**config.mk**
```make
export PLATFORM = sky130hd
export DESIGN_NAME = fdc_head_ctrl
export DESIGN_NICKNAME = d
export VERILOG_FILES = /design/src/rtl/fdc_head_ctrl.sv
export SDC_FILE = /design/constraint.sdc
export NUM_CORES = 1
export LEC_CHECK = 0
export CAP_MARGIN = 15
export CORE_ASPECT_RATIO = 0.9
export CORE_MARGIN = 2
export CORE_UTILIZATION = 30
export CTS_CLUSTER_SIZE = 12
export DETAILED_ROUTE_END_ITERATION = 12
export PLACE_DENSITY = 0.55
export SLEW_MARGIN = 20
export SYNTH_ARGS = -nofsm -noshare
export SYNTH_HDL_FRONTEND = slang
export SYNTH_SLANG_ARGS = --single-unit
```
**constraint.sdc**
```tcl
create_clock -name clk -period 4.95 [get_ports clk]
set_clock_uncertainty 0.1 [all_clocks]
set_input_delay 0.495 -clock clk [delete_from_list [all_inputs] [get_ports clk]]
set_output_delay 0.495 -clock clk [all_outputs]
set_load 0.005 [all_outputs]
```
**src/rtl/fdc_head_ctrl.sv**
```systemverilog
// Floppy head controller: seeks the drive to a target track and, for reads, locates a sector and strobes its data bytes.
// Optional motor/select auto-off after idle revolutions is enabled by defining FDC_HEAD_CTRL_MOTOR_AUTO_OFF_EN.
module fdc_head_ctrl #(
  parameter int STEP_PULSE_CLKS = 16,
  parameter int STEP_GUARD_CLKS = 8,
  parameter int SEARCH_REVS     = 5,
  parameter int MOTOR_OFF_REVS  = 10,
  parameter int MAX_TRACK       = 84
) (
  input  logic        clk,
  input  logic        reset_n,
  input  logic        cmd_valid,
  output logic        cmd_ready,
  input  logic        cmd_read,
  input  logic [6:0]  cmd_track,
  input  logic [4:0]  cmd_sector,
  output logic        select,
  output logic        motor_on,
  output logic        step_in,
  output logic        step_out,
  input  logic [6:0]  track,
  input  logic [4:0]  sector,
  input  logic        sector_hdr,
  input  logic        sector_data,
  input  logic        dclk_en,
  input  logic        ready,
  input  logic        index,
  output logic        byte_en,
  output logic [10:0] byte_idx,
  output logic        done,
  output logic [1:0]  err
);

  localparam logic [3:0] S_IDLE     = 4'd0;
  localparam logic [3:0] S_SPINUP   = 4'd1;
  localparam logic [3:0] S_COMPARE  = 4'd2;
  localparam logic [3:0] S_STEP     = 4'd3;
  localparam logic [3:0] S_SETTLE   = 4'd4;
  localparam logic [3:0] S_SEARCH   = 4'd5;
  localparam logic [3:0] S_WAITDATA = 4'd6;
  localparam logic [3:0] S_DATA     = 4'd7;
  localparam logic [3:0] S_FINISH   = 4'd8;

  // Revolution counters share one width, sized for the larger of the two limits.
  localparam int REV_MAX = (SEARCH_REVS > MOTOR_OFF_REVS) ? SEARCH_REVS : MOTOR_OFF_REVS;
  localparam int REV_W   = $clog2(REV_MAX + 1);

  localparam logic [15:0]      PULSE_LAST = 16'(STEP_PULSE_CLKS - 1);
  localparam logic [15:0]      GUARD_L    = 16'(STEP_GUARD_CLKS);
  localparam logic [REV_W-1:0] REVS_LAST  = REV_W'(SEARCH_REVS - 1);
  localparam logic [6:0]       MAX_TRK_L  = 7'(MAX_TRACK);

  logic [3:0]       r_state;
  logic [3:0]       w_nextState;
  logic [6:0]       r_tgtTrack;
  logic [4:0]       r_tgtSector;
  logic             r_read;
  logic             r_select;
  logic             r_motor;
  logic             r_stepIn;
  logic             r_stepOut;
  logic [15:0]      r_cnt;
  logic [REV_W-1:0] r_revCnt;
  logic [10:0]      r_byteIdx;
  logic [1:0]       r_err;
  logic             r_indexD;
  logic             r_hdrD;
  logic             r_dataD;

  logic w_accept;
  logic w_badTrack;
  logic w_onTrack;
  logic w_pulseEnd;
  logic w_guardDone;
  logic w_indexRise;
  logic w_hdrMatch;
  logic w_revTimeout;
  logic w_dataFall;
  logic w_byteStrobe;

  assign w_accept     = (r_state == S_IDLE) && cmd_valid;
  assign w_badTrack   = cmd_track > MAX_TRK_L;
  assign w_onTrack    = track == r_tgtTrack;
  assign w_pulseEnd   = (r_state == S_STEP) && (r_cnt == PULSE_LAST);
  assign w_guardDone  = r_cnt >= GUARD_L;
  assign w_indexRise  = index && !r_indexD;
  assign w_hdrMatch   = sector_hdr && !r_hdrD && (sector == r_tgtSector);
  assign w_revTimeout = w_indexRise && (r_revCnt == REVS_LAST);
  assign w_dataFall   = r_dataD && !sector_data;
  assign w_byteStrobe = (r_state == S_DATA) && dclk_en && sector_data;

  assign cmd_ready = (r_state == S_IDLE);
  assign done      = (r_state == S_FINISH);
  assign byte_en   = w_byteStrobe;
  assign byte_idx  = r_byteIdx;
  assign err       = r_err;
  assign select    = r_select;
  assign motor_on  = r_motor;
  assign step_in   = r_stepIn;
  assign step_out  = r_stepOut;

  always_comb begin
    w_nextState = r_state;
    case (r_state)
      S_IDLE:     if (cmd_valid) w_nextState = w_badTrack ? S_FINISH : S_SPINUP;
      S_SPINUP:   if (ready) w_nextState = S_COMPARE;
      S_COMPARE: begin
        if (!w_onTrack)  w_nextState = S_STEP;
        else if (r_read) w_nextState = S_SEARCH;
        else             w_nextState = S_FINISH;
      end
      S_STEP:     if (w_pulseEnd) w_nextState = S_SETTLE;
      S_SETTLE:   if (w_guardDone && ready) w_nextState = S_COMPARE;
      S_SEARCH: begin
        if (w_hdrMatch)        w_nextState = S_WAITDATA;
        else if (w_revTimeout) w_nextState = S_FINISH;
      end
      S_WAITDATA: if (sector_data) w_nextState = S_DATA;
      S_DATA:     if (w_dataFall) w_nextState = S_FINISH;
      S_FINISH:   w_nextState = S_IDLE;
      default:    w_nextState = S_IDLE;
    endcase
  end

  always_ff @(posedge clk or negedge reset_n) begin
    if (!reset_n) begin
      r_state  <= S_IDLE;
      r_indexD <= 1'b0;
      r_hdrD   <= 1'b0;
      r_dataD  <= 1'b0;
    end else begin
      r_state  <= w_nextState;
      r_indexD <= index;
      r_hdrD   <= sector_hdr;
      r_dataD  <= sector_data;
    end
  end

  // err stays visible after done until the next command is taken.
  always_ff @(posedge clk or negedge reset_n) begin
    if (!reset_n) begin
      r_tgtTrack  <= 7'd0;
      r_tgtSector <= 5'd0;
      r_read      <= 1'b0;
      r_err       <= 2'd0;
    end else if (w_accept) begin
      r_tgtTrack  <= cmd_track;
      r_tgtSector <= cmd_sector;
      r_read      <= cmd_read;
      r_err       <= w_badTrack ? 2'd1 : 2'd0;
    end else if ((r_state == S_SEARCH) && !w_hdrMatch && w_revTimeout) begin
      r_err <= 2'd2;
    end
  end

`ifdef FDC_HEAD_CTRL_MOTOR_AUTO_OFF_EN
  localparam logic [REV_W-1:0] MOTOR_LAST = REV_W'(MOTOR_OFF_REVS - 1);
  logic [REV_W-1:0] r_idleRevs;

  // Idle revolutions are counted only while the motor spins; a legal command restarts it.
  always_ff @(posedge clk or negedge reset_n) begin
    if (!reset_n) begin
      r_select   <= 1'b0;
      r_motor    <= 1'b0;
      r_idleRevs <= '0;
    end else if (w_accept) begin
      r_idleRevs <= '0;
      if (!w_badTrack) begin
        r_select <= 1'b1;
        r_motor  <= 1'b1;
      end
    end else if ((r_state == S_IDLE) && w_indexRise && r_motor) begin
      if (r_idleRevs == MOTOR_LAST) begin
        r_select   <= 1'b0;
        r_motor    <= 1'b0;
        r_idleRevs <= '0;
      end else begin
        r_idleRevs <= r_idleRevs + 1'b1;
      end
    end
  end
`else
  always_ff @(posedge clk or negedge reset_n) begin
    if (!reset_n) begin
      r_select <= 1'b0;
      r_motor  <= 1'b0;
    end else if (w_accept && !w_badTrack) begin
      r_select <= 1'b1;
      r_motor  <= 1'b1;
    end
  end
`endif

  // One timer serves both the step pulse width and the post-step guard.
  always_ff @(posedge clk or negedge reset_n) begin
    if (!reset_n) begin
      r_cnt <= 16'd0;
    end else if ((r_state == S_COMPARE) || w_pulseEnd) begin
      r_cnt <= 16'd0;
    end else if (r_state == S_STEP) begin
      r_cnt <= r_cnt + 16'd1;
    end else if ((r_state == S_SETTLE) && !w_guardDone) begin
      r_cnt <= r_cnt + 16'd1;
    end
  end

  always_ff @(posedge clk or negedge reset_n) begin
    if (!reset_n) begin
      r_stepOut <= 1'b0;
      r_stepIn  <= 1'b0;
    end else if ((r_state == S_COMPARE) && !w_onTrack) begin
      r_stepOut <= track < r_tgtTrack;
      r_stepIn  <= track > r_tgtTrack;
    end else if (w_pulseEnd) begin
      r_stepOut <= 1'b0;
      r_stepIn  <= 1'b0;
    end
  end

  always_ff @(posedge clk or negedge reset_n) begin
    if (!reset_n) begin
      r_revCnt <= '0;
    end else if (r_state == S_COMPARE) begin
      r_revCnt <= '0;
    end else if ((r_state == S_SEARCH) && w_indexRise) begin
      r_revCnt <= r_revCnt + 1'b1;
    end
  end

  always_ff @(posedge clk or negedge reset_n) begin
    if (!reset_n) begin
      r_byteIdx <= 11'd0;
    end else if ((r_state == S_WAITDATA) && sector_data) begin
      r_byteIdx <= 11'd0;
    end else if (w_byteStrobe) begin
      r_byteIdx <= r_byteIdx + 11'd1;
    end
  end

endmodule

```
==> results.txt, run 1 <==
- Fraction of layout instances using a drive strength above 1: 0.0878
* Crit Path Class: register to primary output
- In this run, the number of DRC markers left after iteration 0 of detailed routing was 171.
- Clock tree from TritonCTS: yes
- Via count of the first global-routing pass: 2315
- For the pin with the worst max-slew slack, the measured transition is 0.726 ns.
- Power density over the cells: 423 nW/um2
- Total length of routed wires: 6540 um
- WP data required: 4.36 ns
- Number of flops mapped to enable cells by yosys: 0
- Max Freq: 346 MHz
- The congestion estimate from routability-driven global placement came to 0.830.
- Crit path buf inv count: 1
- In the finished design, the share of the clock period the worst path needs comes to 0.585.
- The largest single stage delay on the critical path is 0.59 ns.
- The worst pin sits at a relative slew slack of 0.516.
- Non-filler instance count after layout: 479
* Outcome: complete, no violations
* Number of distinct library cells after synthesis: 44
- Gates resized during post-CTS repair numbered 0.
* Postcts setup bufs: 0
* Cell type contributing the most total cell area after synthesis: sky130_fd_sc_hd__dfrtp_1
- Reg-to-reg endpoint: r_state[0]$_DFFE_PN0P_
- Routed len/inst: 13.6 um
- Clock buffers created by TritonCTS: 5
- Count of standard-cell rows: 34
- Worst vdd rail ir drop: 0.155 mV
* Vias: 2316
- Reg clk slew, reported paths: 0.10 ns
- # diodes: 0
- The mapped netlist covers 3010 um2.
- In the final routing, the length of wire on met1 measures 3290 um.
* Clock Tree Root: sky130_fd_sc_hd__clkbuf_8
* Leading cell types by total area after synthesis: sky130_fd_sc_hd__dfrtp_1, sky130_fd_sc_hd__mux2_2, sky130_fd_sc_hd__ha_1, sky130_fd_sc_hd__xor2_1, sky130_fd_sc_hd__nor2_1
* Classification of the worst-slack hold path: input port to asynchronous set/reset pin
* Number of design rule violations left after detail routing: 0
* Vertical die dimension: 99.0 um
* Reg2reg setup slack: 2.44 ns
- After the last flow step, the layout net total stands at 397.
- After filler insertion, the fill cell instance count of the layout stands at 993.
- Final Hold Vio Count: 0
- Number of levels the H-tree was split into: 2
- Routed met3 length: 217 um
- Compared with the post-synthesis result, the final layout area differs by 24.9%.
- Via-per-instance ratio: 4.84
- Of the total power, combinational logic draws 0.363.
- Part of the Yosys area used for sequential elements: 0.466
- # Max-Cap Violations: 0
- In this run the critical register-to-register path is launched from r_state[2]$_DFFE_PN0P_.
* Total Neg Setup Slack: 0 ns
* Antenna violations before repair: 0
- For this run, the detailed router's first-pass iteration total came to 4.
- A synthesized cell averages 9.87 um2.
- The share of synthesized area in the top cell type comes to 0.466.
- Setup crit start kind: register
- Worst Setup End Kind: primary output
- The analysis attributes to net switching a power of 0.537 mW.
* Number of synthesis warnings: 0
- In this run, post-CTS hold repair placed 0 buffers.
- Setup repair after global routing left no endpoint under its margin.
- After detailed placement, the total cell area comes to 3630 um2.
- Of the total power, registers draw 0.429.
- The region available for standard cell placement spans 9700 um2.
- Cell count after synthesis: 305
- Uppermost layer routed: met4
- Setup violations remaining at the end of the flow were counted as 0.
- Overall die area: 10800 um2
- Of the total power, the share spent switching nets is 0.338.
- Kind of cell adding the most delay to the critical path: simple AND/OR/NAND/NOR gates
* Initial Utilization: 0.310
- For this run, the total global-route usage over all layers was measured as 0.135.
- Clk_lat worst skew: 0.31 ns
- Global-route congestion overflow total: 0
- Crit path max-delay cell type: sky130_fd_sc_hd__dfrtp_1
* Num ports: 53
- Traced cell by cell, the critical path runs through nor2b_1 > and3_1 > clkdlybuf4s50_1.
- Pin count of the biggest net entering global routing: 57
- Detail Route Antenna Nets: 0
- Counting every sink on the clock net gives 56.
- The share of total power dissipated in the clock network is 0.208.
- Cell-internal power: 1.05 mW
- The routed design uses 2930 um of met2 wire.
* CP arrival: 2.30 ns
- Path depth of the worst reg2reg path: 6
- Of all nets on the critical path, the largest fanout is 13.
* Post-detailed-placement half-perimeter wirelength: 4880 um
- Leakage power: 1.63 nW
* Count of pins over their slew limit: 0
* Cell area after layout: 3760 um2
- I/O Buffers: 52
* Horiz. Die Dim: 110 um
* Number of instances in the placed design: 471
- Synthesis produced a netlist with a net count of 350.
- Dominant register cell in the synthesized netlist: sky130_fd_sc_hd__dfrtp_1
* Post-synthesis register bit count: 56
- Period minus WS final: 2.89 ns
- Share of synthesized flip-flops with an asynchronous set or reset: 1.00
- First-pass GRT wire length: 11500 um
- No sink is reached through more buffers than the 2 on the longest clock path.
[worst register-to-register path: cells and delay by family (launching register included)]
kind            cells  cell delay [ns]
simple gates        2             0.72
flops               1             0.59
compound gates      4             0.99
[cells in the mapped netlist, types with 10 or more instances]
library cell / count
sky130_fd_sc_hd__nand3_1: 11
sky130_fd_sc_hd__xor2_1: 16
sky130_fd_sc_hd__ha_1: 12
sky130_fd_sc_hd__a21oi_1: 11
sky130_fd_sc_hd__o21ai_0: 11
sky130_fd_sc_hd__dfrtp_1: 56
sky130_fd_sc_hd__nor2_1: 36
sky130_fd_sc_hd__xnor2_1: 11
sky130_fd_sc_hd__inv_1: 15
sky130_fd_sc_hd__nor3_1: 10
sky130_fd_sc_hd__nand2_1: 21
sky130_fd_sc_hd__mux2_2: 14
[cell usage in the layout (no fill, tap or decap), types with 7 or more instances in the layout]
master                             n
sky130_fd_sc_hd__clkbuf_8          7
sky130_fd_sc_hd__inv_1            15
sky130_fd_sc_hd__nand4_1           7
sky130_fd_sc_hd__nand2_1          21
sky130_fd_sc_hd__nand3_1          11
sky130_fd_sc_hd__xor2_1           16
sky130_fd_sc_hd__nor3_1           10
sky130_fd_sc_hd__or3_1             7
sky130_fd_sc_hd__o21ai_0          11
sky130_fd_sc_hd__a21oi_1          11
sky130_fd_sc_hd__ha_1             12
sky130_fd_sc_hd__nor2_1           36
sky130_fd_sc_hd__dfrtp_1          56
sky130_fd_sc_hd__clkdlybuf4s50_1  51
sky130_fd_sc_hd__and3_1            7
sky130_fd_sc_hd__xnor2_1          11
sky130_fd_sc_hd__mux2_2           14
[through the flow]
stage / hold WS [ns] / setup slack (ns) / power (mW) / util
final: 0.212 / 2.06 / 1.59 / 0.387
after global routing: 0.286 / 1.91 / 1.72 / 0.387
after detailed placement: 0.379 / 2.14 / 1.27 / 0.374
after global placement: 0.370 / 2.21 / 1.26 / 0.374
after CTS: 0.252 / 2.04 / 1.61 / 0.387
after floorplan: 0.0994 / 2.80 / 1.09 / -
[sequential cells by signal, summed over array words and instances (netlist names)]
name	flops
err	2
r_tgtSector	5
r_dataD	1
r_indexD	1
r_tgtTrack	7
r_state	4
r_revCnt	4
step_in	1
byte_idx	11
r_hdrD	1
step_out	1
r_cnt	16
motor_on	1
r_read	1
[final cells by class]
class	count	area (um2)	area share
clock buffer	7	96.3	0.0256
clock inverter	1	30.0	0.00799
inverter	15	56.3	0.0150
multi-input combinational	221	1490	0.397
sequential	56	1400	0.373
tap	126	158	0.0420
timing repair buffer	53	523	0.139
[logic make-up after synthesis]
group | count (synthesis) | share of synthesized area
AND/OR/NAND/NOR | 123 | 0.212
flip-flops | 56 | 0.466
AO/OA/AOI/OAI | 42 | 0.0936
buffers and inverters | 28 | 0.0383
XOR/XNOR | 27 | 0.0786
multiplexers | 17 | 0.0624
adder cells (fa/ha/maj) | 12 | 0.0499
[worst max-delay path by stage]
| stage | start | to | slack (ns) | depth (start not counted) |
|---|---|---|---|---|
| after floorplan | sector[1] | r_state[0]$_DFFE_PN0P_ | 2.80 | 6 |
| after global placement | sector[1] | r_state[0]$_DFFE_PN0P_ | 2.21 | 7 |
| after detailed placement | sector[1] | r_state[0]$_DFFE_PN0P_ | 2.14 | 7 |
| after CTS | r_state[2]$_DFFE_PN0P_ | byte_en | 2.04 | 3 |
| after global routing | r_state[2]$_DFFE_PN0P_ | byte_en | 1.91 | 3 |
| final | r_state[2]$_DFFE_PN0P_ | byte_en | 2.06 | 3 |
[routing by layer]
| layer | vias up | GRT usage |
|---|---|---|
| met4 | 0 | 0.0399 |
| met2 | 38 | 0.200 |
| li1 | 1148 | - |
| met1 | 1123 | 0.197 |
| met3 | 7 | 0.0278 |
| met5 | - | 0 |
[power by group through the flow]
stage	Sequential, mW	Combinational [mW]	Clock (mW)
after global routing	0.703	0.654	0.361
after CTS	0.682	0.583	0.342
final	0.681	0.576	0.330
after global placement	0.689	0.571	0
after floorplan	0.632	0.454	0
after detailed placement	0.691	0.582	0
(Power assumes the default switching activity.)
==> inputs of run 2 (changes only) <==
- clock period: 4.95 -> 2.71 ns (I/O delays scaled with it)
==> run 2 against run 1 <==
Effect of this change:
- die area stayed put
- first-iteration DRC count shrank 7.6%
- routed wire length grew 3.3%
- cell count grew 1.5%
- combinational power rose by 98%
- setup slack lost 1.8 ns
- critical path depth is the same
- core utilization is 0.31 points higher
- via count rose by 0.52%
- critical path type unchanged
- critical endpoint unchanged
==> results.txt, run 2 (synthesis gave the netlist of run 1 again) <==
* Total Neg Setup Slack: 0 ns (unchanged)
- The number of nets in the layout was 405 (+2.0%).
* Overall die area: 10800 um2 (unchanged)
- Period minus WS final: 2.46 ns
- The count of standard-cell rows came to 34 (unchanged).
* Antenna violations before repair: 0 (unchanged)
* Vias: 2328 (+0.52%)
- The routed wire length was 6750 um (+3.3%).
- The maximum number of pins on one net before global-route repair came to 29 (-49%).
- Switching power of the nets: 0.993 mW (+85%)
- Minimum setup slack in the final design: 0.248 ns (-1.81 ns)
- Leakage power: 1.65 nW (+1.3%)
* Largest register FFs: 16 (unchanged)
- Footprint of the multi-input gates: 1500 um2 (+0.17%)
- Detail Route Antenna Nets: 0 (unchanged)
- The share of total power in the clock network is 0.167 (-0.041).
- The via count of the first global-routing pass was 2337 (+0.95%).
* Classification of the worst-slack hold path: input port to asynchronous set/reset pin
- Via-per-instance ratio: 4.79 (-0.93%)
- I/O Buffers: 52 (unchanged)
- The actual transition at the worst max-transition pin is 0.584 ns (-0.142 ns).
- Combinational fraction of design power: 0.403 (+0.040)
* Max Freq: 406 MHz
* Final Hold Vio Count: 0 (unchanged)
- Clock Tree Root: sky130_fd_sc_hd__clkbuf_8
- Most frequent standard cell in the layout excluding fill and tap cells: sky130_fd_sc_hd__dfrtp_1
- The global placer's final weighted congestion came to 0.823 (-0.86%).
- # Max-Cap Violations: 0 (unchanged)
- Ranked by flip-flop count, first place goes to r_cnt.
* # diodes: 0 (unchanged)
- Number of levels the H-tree was split into: 2 (unchanged)
- The wire length per cell is 13.9 um (+1.8%).
- Setup repair after global routing left no endpoint under its margin.
- Horiz. Die Dim: 110 um (unchanged)
- The final-report setup violation count is 0 (unchanged).
- Core Region: 9700 um2 (unchanged)
- Count of pins over their slew limit: 0 (unchanged)
* Footprint of the flip-flops and latches: 1400 um2 (unchanged)
* WP data required: 2.34 ns (-2.02 ns)
- The maximum buffer depth of the clock tree was 2 (unchanged).
- The total power draw was 2.84 mW (+79%).
- Largest driver fanout on the critical path: 12 (-1)
- Number of iterations in the first detailed-routing pass: 4 (unchanged)
- Dividing the final minimum period by the clock period gives 0.909.
* CP arrival: 2.09 ns (-0.21 ns)
* Cell-internal power: 1.84 mW (+75%)
- Compared with the post-synthesis result, the final layout area differs by 25.9%.
- Sequential group share of total power: 0.430 (about the same)
* Num ports: 53 (unchanged)
- Postcts setup bufs: 0 (unchanged)
- The routed length on met2 is 3030 um (+3.5%).
* Clk_lat worst skew: 0.30 ns (about the same)
- Number of DRC markers after the initial detailed-route iteration: 158 (-7.6%)
- The met1 wire length was 3460 um (+5.2%).
- Worst vdd rail ir drop: 0.330 mV (+110%)
- The critical path in this run is classified as register to primary output.
* Power density over the cells: 749 nW/um2 (+77%)
- The first-pass GRT wire length was 11500 um (-0.42%).
- The clock transition at the registers of the reported paths came to 0.10 ns (about the same).
- The total of fill cells in the finished design was 1012 (+1.9%).
- Worst Setup End Kind: primary output
* Number of design rule violations left after detail routing: 0 (unchanged)
- Uppermost layer routed: met4
* Post-detailed-placement half-perimeter wirelength: 5140 um (+5.3%)
- Path depth of the worst reg2reg path: 6 (unchanged)
- The vertical extent of the die was 99.0 um (unchanged).
* Fraction of layout instances using a drive strength above 1: 0.106 (+0.0177)
- The library cells used most frequently in the layout, excluding fill and tap cells, are sky130_fd_sc_hd__dfrtp_1, sky130_fd_sc_hd__clkdlybuf4s50_1, sky130_fd_sc_hd__nor2_1.
* Outcome: complete, no violations
- The clock buffer count from CTS was 5 (unchanged).
- TritonCTS built the clock tree.
* Initial Utilization: 0.310 (unchanged)
- The switching share of total power is 0.350 (+0.0119).
* Global-route congestion overflow total: 0 (unchanged)
- The amount of wire on met3 after detailed routing was 170 um (-22%).
- The global router's overall resource usage is 0.133 (-0.00169).
- The number of sinks on the clock net came to 56 (unchanged).
- Setup Slack @ Placement: 0.173 ns (-1.96 ns)
- Max-slew headroom at the worst pin: 0.607 (+0.0916)
- Setup crit start kind: register
run 2: cell count changes in the layout (fill, tap and decap cells not counted), sizes merged:
cell	change
bufinv	-1
dlygate4sd3	+1
clkbuf	-1
clkinv	+1
buf	+7
run 2: area by class of cell:
| cell class | count | share of cell area |
|---|---|---|
| clock inverter | 1 | 0.00231 |
| sequential | 56 | 0.370 |
| multi-input combinational | 221 | 0.395 |
| timing repair buffer | 61 | 0.155 |
| tap | 126 | 0.0416 |
| clock buffer | 6 | 0.0218 |
| inverter | 15 | 0.0149 |
run 2: power groups by stage:
stage                     combinational [mW]  clock (mW)  sequential [mW]
after floorplan                        0.828           0             1.15
after global placement                  1.13           0             1.23
after detailed placement                1.14           0             1.23
after CTS                               1.15       0.499             1.22
after global routing                    1.28       0.528             1.25
final                                   1.14       0.473             1.22
run 2: what timing repair did:
item,in CTS,in global routing
hold buffers,1,0
endpoints found under the setup margin,0,1
hold endpoints to repair,8,0
gates resized for setup,0,1
run 2: critical path, cell delays in order, from the launching register on:
cell and delay, ns:
sky130_fd_sc_hd__dfrtp_1 0.54, sky130_fd_sc_hd__nor2b_2 0.30, sky130_fd_sc_hd__and3_1 0.39, sky130_fd_sc_hd__clkdlybuf4s50_1 0.57
run 2: routing by layer:
layer / global-route usage / up-vias
met3: 0.0231 / 4
li1: - / 1159
met2: 0.208 / 31
met1: 0.190 / 1134
met4: 0.0360 / 0
met5: 0 / -
run 2: worst paths after layout:
kind,startpoint,to,slack (ns)
worst max-delay path,r_state[3]$_DFFE_PN0P_,byte_en,0.25
worst min-delay path,reset_n,r_tgtSector[4]$_DFFE_PN0P_,0.25
worst max register to register,r_cnt[12]$_DFFE_PN0P_,r_state[0]$_DFFE_PN0P_,0.36
worst min register to register,step_in$_DFFE_PN0P_,step_in$_DFFE_PN0P_,0.41
max in group asynchronous,reset_n,r_cnt[8]$_DFFE_PN0P_,1.63
min in group clk,sector_hdr,r_hdrD$_DFF_PN0_,0.33
run 2: per-stage QoR:
step	std cells	cell area [um2]	hold slack, ns	utilization
after floorplan	305	3010	-0.125	-
after CTS	486	3780	0.236	0.390
after detailed placement	478	3680	0.0465	0.380
after global placement	478	3680	0.0457	0.380
after global routing	486	3790	0.276	0.390
final	486	3790	0.245	0.390
